[src/rtl/ofifo_deskew.sv]
// Output FIFO that re-aligns column-skewed partial sums into whole rows.
// One circular FIFO per column; a row can be popped only once every column holds an entry.
module ofifo_deskew #(
    parameter int col     = 8,
    parameter int psum_bw = 16,
    parameter int depth   = 16
) (
    input  logic                      clk,
    input  logic                      reset,
    input  logic [psum_bw*col-1:0]    in,
    input  logic [col-1:0]            wr,
    input  logic                      rd,
    output logic [psum_bw*col-1:0]    out,
    output logic                      rd_ack,
    output logic                      o_valid,
    output logic                      o_full,
    output logic                      o_ready,
    output logic [$clog2(depth):0]    o_count,
    output logic [col-1:0]            ovf,
    output logic                      udf
);

    localparam int aw = $clog2(depth);
    typedef logic [aw:0] ptr_t;
    localparam ptr_t full_lvl = ptr_t'(depth);
    localparam ptr_t ptr_one  = ptr_t'(1);

    ptr_t                 wr_ptr [col];
    ptr_t                 rd_ptr [col];
    ptr_t                 occ    [col];
    logic [col-1:0]       full;
    logic [col-1:0]       empty;
    logic [col-1:0]       wr_ok;
    logic                 pop;
    logic [psum_bw-1:0]   mem [col][depth];

    always_comb begin
        for (int c = 0; c < col; c++) begin
            occ[c]   = wr_ptr[c] - rd_ptr[c];
            full[c]  = (occ[c] == full_lvl);
            empty[c] = (occ[c] == '0);
            wr_ok[c] = wr[c] & ~full[c];
        end
    end

    // Handshake: a row is popped on a rising edge where rd && o_valid;
    // rd_ack is high for the next cycle only, and out holds that row until the next pop.
    assign o_valid = ~|empty;
    assign o_full  = |full;
    assign o_ready = ~o_full;
    assign pop     = rd & o_valid;

    always_comb begin
        o_count = full_lvl;
        for (int c = 0; c < col; c++) begin
            if (occ[c] < o_count) o_count = occ[c];
        end
    end

    always_ff @(posedge clk or posedge reset) begin
        if (reset) begin
            for (int c = 0; c < col; c++) begin
                wr_ptr[c] <= '0;
                rd_ptr[c] <= '0;
            end
            out    <= '0;
            rd_ack <= 1'b0;
            ovf    <= '0;
            udf    <= 1'b0;
        end else begin
            for (int c = 0; c < col; c++) begin
                if (wr_ok[c]) wr_ptr[c] <= wr_ptr[c] + ptr_one;
                // Fullness is judged at the start of the cycle, so a same-cycle pop does not rescue the write.
                if (wr[c] && full[c]) ovf[c] <= 1'b1;
                if (pop) begin
                    rd_ptr[c] <= rd_ptr[c] + ptr_one;
                    out[c*psum_bw +: psum_bw] <= mem[c][rd_ptr[c][aw-1:0]];
                end
            end
            rd_ack <= pop;
            if (rd && !o_valid) udf <= 1'b1;
        end
    end

    // Storage is left unreset: the cleared pointers make stale contents unreachable.
    always_ff @(posedge clk) begin
        for (int c = 0; c < col; c++) begin
            if (wr_ok[c]) mem[c][wr_ptr[c][aw-1:0]] <= in[c*psum_bw +: psum_bw];
        end
    end

endmodule

[config.mk]
export PLATFORM = sky130hd
export DESIGN_NAME = ofifo_deskew
export DESIGN_NICKNAME = d
export VERILOG_FILES = /design/src/rtl/ofifo_deskew.sv
export SDC_FILE = /design/constraint.sdc
export NUM_CORES = 2
export LEC_CHECK = 0
export ABC_CLOCK_PERIOD_IN_PS = 13500
export CAP_MARGIN = 20
export CORE_MARGIN = 2
export CORE_UTILIZATION = 35
export DETAILED_ROUTE_END_ITERATION = 12
export GPL_TIMING_DRIVEN = 0
export PLACE_DENSITY = 0.62
export SYNTH_ARGS = -nofsm -noshare
export SYNTH_HDL_FRONTEND = slang
export SYNTH_SLANG_ARGS = --single-unit
[constraint.sdc]
create_clock -name clk -period 13.5 [get_ports clk]
set_input_delay 2.025 -clock clk [delete_from_list [all_inputs] [get_ports clk]]
set_output_delay 2.025 -clock clk [all_outputs]
set_load 0.02 [all_outputs]
==> impl_metrics.csv <==
group,metric,value,unit
synth,synth_area_per_cell,20.79,sq um
global_route,overflow,0,
detailed_routing,drc,0,
clock_network,htreeDepth,4,
sta,min_period_over_period,96.62,%
setup_path,critPathBufInv,8,
layout,drive_above_1_share,26.99,%
detailed_routing,avgViaCountPerCell,5.196,
global_route,grtUsageMet2,28.17,%
global_route,grt_start_max_net_pins,86,
sta,hold_violations,0,
synth,ys_top_cells_by_count,"edfxtp_1 (2048), mux4_2 (640), nand2_1 (464), dfrtp_1 (218), clkbuf_1 (120)",
detailed_routing,drt-initial-drc-count,4333,
clock_network,ctsLongestPathBuffers,3,
layout,syn_to_final_growth,20.93,%
sta,slew_headroom,22.60,%
clock_network,cts_root_buffer,"clkbuf_16",
sta,worst_hold_slack,459.6,ps
sta,fmax,76.67,MHz
detailed_routing,route.antenna.remaining_nets,0,
global_route,grt-busiest-layer,"met2",
setup_path,endpoint_kind,"primary output",
synth,synth_top_cell_area_share,68.92,%
sta,final.min_clock_period,13040,ps
detailed_routing,firstDrtPassIters,5,
detailed_routing,post_drt_wl_per_cell,26.36,um
status,status,"finished, final reports clean",
setup_path,cp_max_fo,10,
placed_design,port-buffer-count,284,
sta,drv_slew,0,
placed_design,dp_hpwl,150600,um
placed_design,place.gp.congestion,0.7765,
die,die-width,508.9,um
sta,setup_viol,0,
setup_path,critPathMostFrequentCell,"ha_4",
synth,postSynthCellCount,4293,
synth,synth_fp_nets,4527,
clock_network,clk-insertion-delay-late,920,ps
setup_path,cp.required,11480,ps
global_route,track_usage,17.41,%
setup_path,max_stage_delay,530,ps
synth,synth_edf_count,2048,
global_route,grt_pass1_vias,45690,
die,io_pins,285,
die,die_y,508.9,um
sta,worstMarginPinSlew,1161,ps
synth,ys_ff_latch,2266,
global_route,antenna_found_initial,38,
clock_network,clock_sinks,2266,
detailed_routing,wl,226800,um
layout,num-nets-final,5257,
synth,synthFlopType,"edfxtp_1",
global_route,grt_util_met1,23.74,%
die,die_area,0.2590,sq mm
synth,yosys.area.top_type,"edfxtp_1",
setup_path,worstSetupPathType,"reg -> out",
die,num_rows,185,
synth,ys_top_cells_by_area,"edfxtp_1 (69%), mux4_2 (16%), dfrtp_1 (6.1%), nand2_1 (2.0%), ha_1 (1.2%)",
job,max_cap_violations,0,
worst_hold_path,hold_path_class,"reg -> reg",
synth,synth-seq-area-share,75.03,%
die,start_util,35.14,%
global_route,grt_pass1_wl,325800,um
clock_network,clkTransAtPathRegs,60,ps
clock_network,numCtsBuffers,227,
setup_path,critPathTopFamily,"simple AND/OR/NAND/NOR gates",
detailed_routing,vias,44710,
global_route,grt_use_met3,3.646,%
die,core_area,0.2539,sq mm
synth,netlist_area,0.08924,sq mm
synth,synthMostInstantiatedCell,"edfxtp_1",
clock_network,hold_buffers,0,
synth,yosys_warnings,0,
sta,fin_skew,83.73,ps
setup_path,setup.worst_path.start_class,"flip-flop",
setup_path,critPathArrivalTime,11020,ps
setup_path,cpMaxStageDelayCell,"or4b_4",
clock_network,cts_tree,"built",
synth,synth_cell_types,73,
synth,async_flop_share,9.620,%
==> layout make-up <==
type	instances	area [sq um]
clock buffer	309	6242
tap	3366	4212
antenna	11	27.53
sequential	2266	66970
fill	21660	146000
inverter	94	374.1
buffer	184	788.3
multi-input combinational	1743	21940
clock inverter	124	1546
timing repair buffer	507	5816
==> registers in the layout, summed over array words and instances, names as in the netlist <==
name and cells:
rd_ack 1, udf 1, wr_ptr 40, mem 2048, rd_ptr 40, out 128
ovf 8
==> worst register-to-register path: cells and delay by family (launching register included) <==
kind / cells / cell delay (ps)
XOR/XNOR: 1 / 880
adder cells (fa/ha/maj): 1 / 490
AND/OR/NAND/NOR: 6 / 2160
AO/OA/AOI/OAI: 2 / 210
buffers and inverters: 7 / 3470
flip-flops: 1 / 410
==> layout by cell type (no fill, tap or decap), types with 15 or more instances in the layout <==
cell                n
clkdlybuf4s50_1   279
dfrtp_1           212
xor2_1             25
nor3_2             21
a21o_1             19
a21oi_1            20
nor4_2             16
clkinv_1           30
clkbuf_8           20
buf_1              65
nand2_1           459
o21ai_0            31
edfxtp_1         2048
buf_6              51
clkbuf_16         232
mux4_2            640
buf_8              72
clkbuf_1          164
ha_1               79
nor2_2             41
buf_4              76
clkinv_2           43
inv_1              80
buf_16             28
nor2_1             15
bufinv_16          25
nand4_1            30
nand3_1            17
and2_1             60
xnor2_1            68
==> through the flow <==
stage	std cells	worst slack, ps	area [sq um]	utilization (%)	setup TNS [ps]
final	8604	456.9	107900	42.50	0
after global routing	8598	-34.17	107900	42.49	-104.7
after CTS	8534	1.902	106900	42.08	0
after detailed placement	8086	-2454	98640	38.85	-11640
after global placement	7943	-2199	96290	37.92	-13790
after floorplan	4293	1024	89240	-	0
==> what timing repair did <==
action | 4_1_cts | 5_1_grt
setup endpoints to repair | 5 | 5
pin swaps | 17 | 25
buffers inserted | 19 | 23
resized for setup | 97 | 52
cloned | 0 | 0
==> kinds of logic (layout without fill, tap and decap cells) <==
group | Yosys count | count (layout) | share of synthesized area, %
multiplexers | 658 | 658 | 16.37
adder cells (fa/ha/maj) | 103 | 103 | 1.489
AND/OR/NAND/NOR | 739 | 739 | 3.741
other | 0 | 11 | 0
AO/OA/AOI/OAI | 147 | 147 | 1.223
XOR/XNOR | 96 | 96 | 0.9422
flip-flops | 2266 | 2266 | 75.03
buffers and inverters | 284 | 1218 | 1.211
==> path summary, 6_finish.rpt <==
kind | slack, ps | cells past startpoint | startpoint | to
worst max-delay path | 460 | 50 | rd_ptr[31] | o_count[3]
worst min-delay path | 460 | 1 | ovf[2] | ovf[2]
worst max register to register | 5850 | 17 | rd_ptr[21] | out[47]
worst min register to register | 460 | 1 | ovf[2] | ovf[2]
max in group asynchronous | 10450 | 4 | reset | out[12]
min in group asynchronous | 1570 | 2 | reset | out[99]
==> per-layer routing <==
layer / wire, um / up-vias
met3: 15630 / 359
met4: 5974 / 32
li1: - / 18890
met2: 109700 / 1537
met5: 202 / -
met1: 95310 / 23890
Power is left out: the tool's default activity adds up to more than one toggle a clock period on the data nets, which glitch-free logic cannot reach.
